[src/rtl/axis_bayer_phase_extractor_pkg.sv]
// Shared constants and record types for the Bayer phase extractor and its output FIFO.
package axis_bayer_phase_extractor_pkg;

  localparam int unsigned FifoDepth   = 4;
  localparam int unsigned ReadyThresh = 2;
  localparam int unsigned CountWidth  = $clog2(FifoDepth + 1);

  // Sideband part of an output entry; the data field is added where the pixel width is known.
  typedef struct packed {
    logic user;
    logic last;
  } beat_tag_t;

  function automatic int unsigned phase_mod(input int unsigned phase, input int unsigned decim);
    return phase % decim;
  endfunction

endpackage

[src/rtl/axis_bayer_phase_extractor_if.sv]
// AXI4-Stream video bus (tdata/tuser/tlast with valid/ready handshake).
interface axis_bayer_phase_extractor_if #(
  parameter int unsigned C_PIXEL_WIDTH = 8
) ();

  logic [C_PIXEL_WIDTH-1:0] tdata;
  logic                     tuser;
  logic                     tlast;
  logic                     tvalid;
  logic                     tready;

  modport master (output tdata, output tuser, output tlast, output tvalid, input tready);
  modport slave  (input tdata, input tuser, input tlast, input tvalid, output tready);

endinterface

[src/rtl/axis_bayer_outfifo.sv]
// Four-entry shift FIFO with two ordered push ports per cycle; head entry drives m_axis directly.
module axis_bayer_outfifo
  import axis_bayer_phase_extractor_pkg::*;
#(
  parameter int unsigned C_PIXEL_WIDTH = 8
) (
  input  logic                     clk,
  input  logic                     reset,
  input  logic                     push0,
  input  logic [C_PIXEL_WIDTH-1:0] push0_data,
  input  beat_tag_t                push0_tag,
  input  logic                     push1,
  input  logic [C_PIXEL_WIDTH-1:0] push1_data,
  input  beat_tag_t                push1_tag,
  output logic [CountWidth-1:0]    count,
  axis_bayer_phase_extractor_if.master m_axis
);

  typedef struct packed {
    logic [C_PIXEL_WIDTH-1:0] data;
    beat_tag_t                tag;
  } entry_t;

  entry_t                mem_q [FifoDepth];
  entry_t                mem_d [FifoDepth];
  logic [FifoDepth-1:0]  vld_q, vld_d;
  logic [CountWidth-1:0] count_q, count_d, base;
  logic                  pop;

  assign pop  = vld_q[0] & m_axis.tready;
  assign base = count_q - CountWidth'(pop);

  // Pop shifts toward the head first, then pushes land in the first free slots in order.
  always_comb begin
    mem_d = mem_q;
    vld_d = vld_q;
    if (pop) begin
      for (int unsigned i = 0; i < FifoDepth - 1; i++) begin
        mem_d[i] = mem_q[i + 1];
        vld_d[i] = vld_q[i + 1];
      end
      mem_d[FifoDepth - 1] = '0;
      vld_d[FifoDepth - 1] = 1'b0;
    end
    for (int unsigned i = 0; i < FifoDepth; i++) begin
      if (push0 && (CountWidth'(i) == base)) begin
        mem_d[i] = {push0_data, push0_tag};
        vld_d[i] = 1'b1;
      end
      if (push1 && (CountWidth'(i) == base + 1'b1)) begin
        mem_d[i] = {push1_data, push1_tag};
        vld_d[i] = 1'b1;
      end
    end
    count_d = base + CountWidth'(push0) + CountWidth'(push1);
  end

  always_ff @(posedge clk) begin
    if (reset) begin
      for (int unsigned i = 0; i < FifoDepth; i++) begin
        mem_q[i] <= '0;
      end
      vld_q   <= '0;
      count_q <= '0;
    end else begin
      mem_q   <= mem_d;
      vld_q   <= vld_d;
      count_q <= count_d;
    end
  end

  assign count         = count_q;
  assign m_axis.tvalid = vld_q[0];
  assign m_axis.tdata  = mem_q[0].data;
  assign m_axis.tuser  = mem_q[0].tag.user;
  assign m_axis.tlast  = mem_q[0].tag.last;

endmodule

[src/rtl/axis_bayer_phase_extractor.sv]
// Keeps one (column, row) phase of a Bayer mosaic, decimating by C_DECIM per axis, and
// regenerates tlast on the last kept pixel of each kept row.
module axis_bayer_phase_extractor
  import axis_bayer_phase_extractor_pkg::*;
#(
  parameter int unsigned C_PIXEL_WIDTH = 8,
  parameter int unsigned C_DECIM       = 2,
  parameter int unsigned C_PHASE_WIDTH = 2
) (
  input  logic                     clk,
  input  logic                     reset,
  input  logic [C_PHASE_WIDTH-1:0] col_phase,
  input  logic [C_PHASE_WIDTH-1:0] row_phase,
  input  logic                     bypass,
  axis_bayer_phase_extractor_if.slave  s_axis,
  axis_bayer_phase_extractor_if.master m_axis
);

  localparam int unsigned IdxWidth = (C_DECIM > 2) ? $clog2(C_DECIM) : 1;
  localparam logic [IdxWidth-1:0] IdxMax = IdxWidth'(C_DECIM - 1);

  logic [IdxWidth-1:0]      col_idx_q, col_idx_d, row_idx_q, row_idx_d;
  logic [IdxWidth-1:0]      col_ph_q, col_ph_d, row_ph_q, row_ph_d;
  logic                     bypass_q, bypass_d;
  logic                     started_q, started_d;
  logic                     sof_flag_q, sof_flag_d;
  logic                     p_valid_q, p_valid_d, p_user_q, p_user_d;
  logic [C_PIXEL_WIDTH-1:0] p_data_q, p_data_d;

  logic                     accept, live, sof, keep, cur_user, trunc, p_push, p_last, cur_push;
  logic [IdxWidth-1:0]      col_cur, row_cur, col_inc, row_inc, cfg_col, cfg_row;
  logic                     cfg_bypass;
  logic                     push0, push1;
  logic [C_PIXEL_WIDTH-1:0] push0_data;
  beat_tag_t                push0_tag, push1_tag;
  logic [CountWidth-1:0]    fifo_count;

  assign s_axis.tready = !reset && (fifo_count <= CountWidth'(ReadyThresh));
  assign accept        = s_axis.tvalid && s_axis.tready;
  assign sof           = s_axis.tuser;
  // Beats before the first start-of-frame after reset are dropped.
  assign live          = accept && (sof || started_q);

  // The start-of-frame beat already uses the configuration presented with it.
  assign cfg_col    = sof ? IdxWidth'(phase_mod(32'(col_phase), C_DECIM)) : col_ph_q;
  assign cfg_row    = sof ? IdxWidth'(phase_mod(32'(row_phase), C_DECIM)) : row_ph_q;
  assign cfg_bypass = sof ? bypass : bypass_q;
  assign col_cur    = sof ? '0 : col_idx_q;
  assign row_cur    = sof ? '0 : row_idx_q;
  assign col_inc    = (col_cur == IdxMax) ? '0 : col_cur + 1'b1;
  assign row_inc    = (row_cur == IdxMax) ? '0 : row_cur + 1'b1;

  assign keep     = cfg_bypass || ((col_cur == cfg_col) && (row_cur == cfg_row));
  assign cur_user = sof || sof_flag_q;

  // A new frame arriving while a pixel is held back closes the truncated row with it.
  assign trunc    = sof && p_valid_q;
  assign p_push   = p_valid_q && (trunc || keep || s_axis.tlast);
  assign p_last   = trunc || !keep;
  assign cur_push = keep && s_axis.tlast;

  assign push0      = live && (p_push || cur_push);
  assign push1      = live && p_push && cur_push;
  assign push0_data = p_push ? p_data_q : s_axis.tdata;
  assign push0_tag  = p_push ? '{user: p_user_q, last: p_last} : '{user: cur_user, last: 1'b1};
  assign push1_tag  = '{user: cur_user, last: 1'b1};

  always_comb begin
    started_d  = started_q;
    col_ph_d   = col_ph_q;
    row_ph_d   = row_ph_q;
    bypass_d   = bypass_q;
    col_idx_d  = col_idx_q;
    row_idx_d  = row_idx_q;
    sof_flag_d = sof_flag_q;
    p_valid_d  = p_valid_q;
    p_data_d   = p_data_q;
    p_user_d   = p_user_q;
    if (live) begin
      if (sof) begin
        started_d = 1'b1;
        col_ph_d  = cfg_col;
        row_ph_d  = cfg_row;
        bypass_d  = cfg_bypass;
      end
      if (s_axis.tlast) begin
        col_idx_d = '0;
        row_idx_d = row_inc;
      end else begin
        col_idx_d = col_inc;
        row_idx_d = row_cur;
      end
      if (keep) begin
        sof_flag_d = 1'b0;
      end else if (sof) begin
        sof_flag_d = 1'b1;
      end
      if (keep && !s_axis.tlast) begin
        p_valid_d = 1'b1;
        p_data_d  = s_axis.tdata;
        p_user_d  = cur_user;
      end else if (p_push || s_axis.tlast) begin
        p_valid_d = 1'b0;
      end
    end
  end

  always_ff @(posedge clk) begin
    if (reset) begin
      started_q  <= 1'b0;
      col_ph_q   <= '0;
      row_ph_q   <= '0;
      bypass_q   <= 1'b0;
      col_idx_q  <= '0;
      row_idx_q  <= '0;
      sof_flag_q <= 1'b0;
      p_valid_q  <= 1'b0;
      p_data_q   <= '0;
      p_user_q   <= 1'b0;
    end else begin
      started_q  <= started_d;
      col_ph_q   <= col_ph_d;
      row_ph_q   <= row_ph_d;
      bypass_q   <= bypass_d;
      col_idx_q  <= col_idx_d;
      row_idx_q  <= row_idx_d;
      sof_flag_q <= sof_flag_d;
      p_valid_q  <= p_valid_d;
      p_data_q   <= p_data_d;
      p_user_q   <= p_user_d;
    end
  end

  axis_bayer_outfifo #(
    .C_PIXEL_WIDTH(C_PIXEL_WIDTH)
  ) u_outfifo (
    .clk        (clk),
    .reset      (reset),
    .push0      (push0),
    .push0_data (push0_data),
    .push0_tag  (push0_tag),
    .push1      (push1),
    .push1_data (s_axis.tdata),
    .push1_tag  (push1_tag),
    .count      (fifo_count),
    .m_axis     (m_axis)
  );

endmodule

[src/flat_wrapper.sv]
// flat-port wrapper written by rule: the top's interface ports become plain ports
module axis_bayer_phase_extractor_flat import axis_bayer_phase_extractor_pkg::*;
#(
  parameter int unsigned C_PIXEL_WIDTH = 8,
  parameter int unsigned C_DECIM       = 2,
  parameter int unsigned C_PHASE_WIDTH = 2
)
  (clk, reset, col_phase, row_phase, bypass, s_axis_tdata, s_axis_tuser, s_axis_tlast, s_axis_tvalid, s_axis_tready, m_axis_tdata, m_axis_tuser, m_axis_tlast, m_axis_tvalid, m_axis_tready);
  axis_bayer_phase_extractor_if #(.C_PIXEL_WIDTH(C_PIXEL_WIDTH)) s_axis_i ();
  axis_bayer_phase_extractor_if #(.C_PIXEL_WIDTH(C_PIXEL_WIDTH)) m_axis_i ();
  input  logic clk;
  input  logic reset;
  input  logic [C_PHASE_WIDTH-1:0] col_phase;
  input  logic [C_PHASE_WIDTH-1:0] row_phase;
  input  logic bypass;
  input wire logic [$bits(s_axis_i.tdata)-1:0] s_axis_tdata;
  input wire logic [$bits(s_axis_i.tuser)-1:0] s_axis_tuser;
  input wire logic [$bits(s_axis_i.tlast)-1:0] s_axis_tlast;
  input wire logic [$bits(s_axis_i.tvalid)-1:0] s_axis_tvalid;
  output wire logic [$bits(s_axis_i.tready)-1:0] s_axis_tready;
  output wire logic [$bits(m_axis_i.tdata)-1:0] m_axis_tdata;
  output wire logic [$bits(m_axis_i.tuser)-1:0] m_axis_tuser;
  output wire logic [$bits(m_axis_i.tlast)-1:0] m_axis_tlast;
  output wire logic [$bits(m_axis_i.tvalid)-1:0] m_axis_tvalid;
  input wire logic [$bits(m_axis_i.tready)-1:0] m_axis_tready;
  assign s_axis_i.tdata = s_axis_tdata;
  assign s_axis_i.tuser = s_axis_tuser;
  assign s_axis_i.tlast = s_axis_tlast;
  assign s_axis_i.tvalid = s_axis_tvalid;
  assign s_axis_tready = s_axis_i.tready;
  assign m_axis_tdata = m_axis_i.tdata;
  assign m_axis_tuser = m_axis_i.tuser;
  assign m_axis_tlast = m_axis_i.tlast;
  assign m_axis_tvalid = m_axis_i.tvalid;
  assign m_axis_i.tready = m_axis_tready;
  axis_bayer_phase_extractor #(.C_PIXEL_WIDTH(C_PIXEL_WIDTH), .C_DECIM(C_DECIM), .C_PHASE_WIDTH(C_PHASE_WIDTH)) u_core (.clk(clk), .reset(reset), .col_phase(col_phase), .row_phase(row_phase), .bypass(bypass), .s_axis(s_axis_i), .m_axis(m_axis_i));
endmodule
[config.mk]
export PLATFORM = sky130hd
export DESIGN_NAME = axis_bayer_phase_extractor_flat
export DESIGN_NICKNAME = d
export VERILOG_FILES = /design/src/rtl/axis_bayer_phase_extractor_pkg.sv /design/src/rtl/axis_bayer_phase_extractor_if.sv /design/src/rtl/axis_bayer_outfifo.sv /design/src/rtl/axis_bayer_phase_extractor.sv /design/src/flat_wrapper.sv
export SDC_FILE = /design/constraint.sdc
export NUM_CORES = 1
export LEC_CHECK = 0
export CAP_MARGIN = 10
export CORE_MARGIN = 2
export CORE_UTILIZATION = 38
export DETAILED_ROUTE_END_ITERATION = 10
export PLACE_DENSITY = 0.62
export SETUP_SLACK_MARGIN = 0.5
export SLEW_MARGIN = 25
export SYNTH_ARGS = -nofsm -noshare
export SYNTH_HDL_FRONTEND = slang
export SYNTH_SLANG_ARGS = --single-unit
[constraint.sdc]
create_clock -name clk -period 4.6 [get_ports clk]
set_input_delay 0.92 -clock clk [delete_from_list [all_inputs] [get_ports clk]]
set_output_delay 0.92 -clock clk [all_outputs]
set_load 0.01 [all_outputs]
* Word level (Yosys, flattened, before mapping) *
Cells that the tools add are included.
W data, S select, Z words.

storage, ports and cells
  input bits = 19
  bits in registers = 64

cells by class
  reductions and logical operators = 42
  multiplexer cells = 33
  bitwise gates (word level) = 1
  order comparisons = 1
  add/subtract/negate cells = 6
  equality and inequality tests = 8

operators with widths
  cell                   count
  $mux W10               8
  $mux W40               1
  $mux W1                21
  $logic_and A1 B1 Y1    19
  $eq A2 B3 Y1 const A   4
  $reduce_bool A3 Y1     4
  $logic_or A1 B1 Y1     8
  $mux W8                1
  $reduce_and A2 Y1      4
  $add A3 B1 Y3          2
  $eq A1 B3 Y1 const A   2
  $logic_not A3 Y1       2
  $mux W4                1
  $reduce_bool A2 Y1     2
  $add A3 B1 Y3 const B  1
  $le A3 B2 Y1 const B   1
  $logic_not A1 Y1       3
  $sub A3 B1 Y3          1
  $add A1 B1 Y1 const B  2
  $eq A1 B1 Y1           2
  $mux W2                1
  $and A1 B1 Y1          1

* Depth between registers and ports, before layout *
  depth after elaboration = 12
  depth in mapped cells = 16
  gate-level depth less buffers = 12

* Hierarchy *
A second synthesis with hierarchy kept.

unflattened totals
  cell total of the unflattened synthesis = 403
  area, all modules = 3,584.7 um^2

by module, submodules not included
  module                      sequential area each (um^2)  area an instance (um^2)  times used  cells each
  axis_bayer_outfifo          940.9                        2,641.3                  1           298
  axis_bayer_phase_extractor  340.3                        943.4                    1           105

* Least setup slack after synthesis *
OpenSTA, ideal clock, no wires.

  path type = input-to-reg
  start = input m_axis_tready
  end = register u_core.u_outfifo.mem_q (netlist bit u_core.u_outfifo.m_axis.tdata[3])
  stages on the path = 14
  arrival time = 3.870 ns
  library setup time = 0.119 ns
  required time = 4.481 ns
  path slack = 0.611 ns
  path buffers = 3
  path through = nand2_1 -> inv_1 -> clkbuf_1 -> buf_1 -> ha_1 -> ha_1 -> xor2_1 -> inv_1 -> ha_1 -> and4_1 -> and4_1 -> clkbuf_1 -> or3_4 -> o221a_2

on the way
  longest elaborated chain between the ends = 6
  elaborated cells on any way between the ends = 10

RTL lines
  item                                                             RTL line                                            source
  start, declared                                                  flat_wrapper.sv:25                                  input wire logic [$bits(m_axis_i.tready)-1:0] m_axis_tready;
  $and A1 B1 Y1 *                                                  axis_bayer_outfifo.sv:30                            assign pop = vld_q[0] & m_axis.tready;
  $sub A3 B1 Y3                                                    axis_bayer_outfifo.sv:31                            assign base = count_q - CountWidth'(pop);
  $add A3 B1 Y3 / $logic_not A3 Y1 (equally long branches)         axis_bayer_outfifo.sv:50, axis_bayer_outfifo.sv:46
  $logic_not A3 Y1 / $logic_and A1 B1 Y1 (equally long branches)   axis_bayer_outfifo.sv:50, axis_bayer_outfifo.sv:46
  $logic_and A1 B1 Y1 / $mux W10 (equally long branches)           axis_bayer_outfifo.sv:50, axis_bayer_outfifo.sv:46
  $reduce_bool A3 Y1 (no line) / $mux W10 (equally long branches)  --
  end signal, assigned                                             axis_bayer_outfifo.sv:66                            mem_q <= mem_d;
  end, declared                                                    axis_bayer_outfifo.sv:24                            entry_t mem_q [FifoDepth];

Mark *: on every way between the ends. The rest lies on a longest branch, timed or not.
A chain may end at the register's enable or synchronous reset.

* Worst setup path after layout *
  start = input m_axis_tready
  end = register u_core.u_outfifo.mem_q[5] in the netlist's numbering

on the way
  longest elaborated chain between the ends = 6
  elaborated cells on any way between the ends = 10

RTL lines
  item                                                             RTL line
  $and A1 B1 Y1 *                                                  axis_bayer_outfifo.sv:30
  $sub A3 B1 Y3                                                    axis_bayer_outfifo.sv:31
  $add A3 B1 Y3 / $eq A2 B3 Y1 (equally long branches)             axis_bayer_outfifo.sv:50, axis_bayer_outfifo.sv:46
  $eq A2 B3 Y1 / $logic_and A1 B1 Y1 (equally long branches)       axis_bayer_outfifo.sv:50, axis_bayer_outfifo.sv:46
  $logic_and A1 B1 Y1 / $mux W10 (equally long branches)           axis_bayer_outfifo.sv:50, axis_bayer_outfifo.sv:46
  $reduce_bool A3 Y1 (no line) / $mux W10 (equally long branches)  --

Marked as above.

==> results.tsv <==
stage	metric	value	unit
global_routing	antenna_found_initial	0	
clocking	cts_root_buffer	clkbuf_8	
timing	clock_skew	14.2	ps
route	final_antenna_net_count	0	
timing	finalHoldViolCount	0	
place	dp_hpwl	6380	um
finish	drive_gt1_frac	0.121	
outcome	status	finished clean	
logic_synthesis	netlist_top_cells_count	dfxtp_1 (64), nor2_1 (48), nand2_1 (45), mux2i_1 (29), nand3_1 (29)	
power_and_ir_drop	powerDensity	302	mW/mm^2
logic_synthesis	synth.most_common_cell	dfxtp_1	
min_path	min_path_type	reg2reg	
die	core_area	0.00933	sq mm
power_and_ir_drop	peakVddDrop	0.000124	V
route	drtIter0Drc	168	
route	drtPass1Iterations	5	
timing	period_needed	3680	ps
logic_synthesis	async_flop_share	0	
timing	hold_ws	489	ps
clocking	cts_tree	yes	
clocking	cts_hold_buf	0	
route	routed_wl	9620	um
finish	diodes	0	
die	dieArea	0.0105	sq mm
clocking	h-tree-depth	3	
worst_setup_path	r2r_cells	9	
logic_synthesis	syn_area	0.00369	sq mm
power_and_ir_drop	combPwrFrac	0.113	
route	vias	3259	
clocking	clockBufferDepth	2	
min_path	holdPathStages	2	
finish	final_util	0.453	
timing	rsz0062_at_grt	false	
logic_synthesis	yosys.area.top_type	dfxtp_1	
run	maxCapViolations	0	
logic_synthesis	netlist_instances	438	
place	place.port_buffers	28	
logic_synthesis	synth_edf_count	0	
worst_setup_path	cp.required	4850	ps
die	initial_core_util	0.395	
clocking	clock-sinks	64	
place	placed_area	0.00400	sq mm
logic_synthesis	synth.distinct_cells	60	
logic_synthesis	synth_ff_type	dfxtp_1	
logic_synthesis	synthTopCellsByArea	dfxtp_1 (35%), mux2i_1 (7.9%), nor2_1 (4.9%)	
worst_setup_path	cp_max_fo	20	
finish	area_growth	14.7	%
power_and_ir_drop	p_sw	326	uW
logic_synthesis	yosysWarnings	0	
worst_setup_path	cp.arrival	3920	ps
logic_synthesis	synth_nets	462	
worst_setup_path	critPathCaptureType	flop	
timing	final-max-slew-violation-count	0	
die	rows	35	
timing	tns	0	ps
finish	finalNetCount	473	
place	placed_cells	567	
global_routing	track_usage	0.196	
worst_setup_path	crit_path_start_kind	input port	
timing	fmax	272	MHz
logic_synthesis	synth.top_cell.area_share	0.347	
logic_synthesis	ys_ff_latch	64	
place	gp_congestion	0.815	
global_routing	gr-total-overflow	0	
power_and_ir_drop	clock_power_share	0.436	
route	post_drt_via_cell_ratio	5.59	
power_and_ir_drop	leakage	1.65	nW
timing	finalSetupViolCount	0	
timing	fin_crit_sh	0.799	
finish	final_cells	583	
clocking	cts-resized-gates	0	
timing	slew_headroom	0.438	
die	die_w	103	um
logic_synthesis	ys_seq_area_frac	0.347	
clocking	cts_buffers	9	
timing	worst_pin_slew	839	ps
worst_setup_path	critPathKind	in2reg	
power_and_ir_drop	seqPwrFrac	0.452	
logic_synthesis	avgSynthCellArea	8.42	sq um
route	wl_per_cell	16.5	um
global_routing	grt_start_max_net_pins	56	
die	die_height	103	um
route	drc	0	
clocking	insertion_delay	350	ps
clocking	clk_pin_slew	80	ps
clocking	post_cts_buffers	0	
global_routing	grt_pass1_vias	3114	
power_and_ir_drop	switching_share	0.256	
global_routing	grt_pass1_wl	15900	um
die	ioPinCount	31	
finish	final_area	0.00423	sq mm
power_and_ir_drop	internal_power	950	uW
## state kept, by name (all words and copies together), names as in the netlist, 3 cells and up
| name | flops |
|---|---|
| u_core.u_outfifo.m_axis.tdata | 8 |
| u_core.u_outfifo.mem_q | 30 |
| u_core.p_data_q | 8 |
| u_core.u_outfifo.count | 3 |
| u_core.u_outfifo.vld_q | 4 |
## layout by cell type (no fill, tap or decap), types with 4 or more instances in the layout
cell type | Yosys | layout
nand2b_1 | 10 | 10
a311oi_1 | 11 | 11
a32o_1 | 10 | 10
mux2i_1 | 29 | 29
o21ai_0 | 8 | 8
and3_1 | 4 | 4
nand3_1 | 29 | 29
buf_4 | 12 | 11
nand2_1 | 45 | 45
nor2_1 | 48 | 48
o41ai_1 | 6 | 6
clkbuf_8 | 0 | 10
mux2_2 | 4 | 4
ha_1 | 4 | 4
dfxtp_1 | 64 | 64
nor3_1 | 6 | 5
mux2_1 | 5 | 5
clkdlybuf4s50_1 | 0 | 27
or3_1 | 6 | 6
o211a_1 | 5 | 5
or2_2 | 4 | 4
a21oi_1 | 24 | 24
inv_1 | 20 | 20
## path summary, 6_finish.rpt
path / start / end / slack [ps]
hold reg to reg: u_core.sof_flag_q / u_core.sof_flag_q / 490
setup / recovery: m_axis_tready / u_core.u_outfifo.mem_q[5] / 920
setup reg to reg: u_core.u_outfifo.vld_q[0] / u_core.u_outfifo.mem_q[5] / 1600
hold / removal: u_core.sof_flag_q / u_core.sof_flag_q / 490
## through the flow
step | total power [mW] | setup slack, ps
2_1_floorplan | 0.683 | 611
5_1_grt | 1.33 | 657
3_3_place_gp | 0.731 | 655
3_5_place_dp | 0.733 | 587
4_1_cts | 1.29 | 905
6_report | 1.28 | 923
## metal layers
layer,global-route usage,vias to the layer above,wire [um]
met5,0,-,0
met1,0.266,1567,4530
met3,0.0393,13,484
met4,0.0554,0,120
li1,-,1592,-
met2,0.316,87,4480
## cell families after synthesis
| logic type | synth area share |
|---|---|
| simple gates | 0.229 |
| compound gates | 0.201 |
| flops | 0.347 |
| buf+inv | 0.0790 |
| mux | 0.106 |
| xor+xnor | 0.0183 |
| fa+ha+maj | 0.0190 |
## power by group through the flow
stage | Clock (mW) | Combinational (mW) | Sequential (mW)
detailed placement | 0 | 0.144 | 0.589
floorplan | 0 | 0.0955 | 0.587
CTS | 0.565 | 0.144 | 0.576
global route | 0.591 | 0.159 | 0.578
finish | 0.556 | 0.144 | 0.576
global placement | 0 | 0.142 | 0.589
## final cells by class
type                            instances  area (sq um)
Multi-Input combinational cell        314          2120
Inverter                               21          78.8
Sequential cell                        64          1280
Fill cell                             945          5100
Timing Repair Buffer                   39           358
Clock buffer                           10           138
Tap cell                              129           161
Clock inverter                          6          91.3
## critical path, cell delays in order
cell and delay, ps:
clkdlybuf4s50_1 420, nand2_1 100, inv_1 90, ha_1 200
ha_1 380, nor2_1 100, ha_1 290, nand4_1 200
or4_1 840, a311oi_1 380
Power figures use the tool's default switching activity.
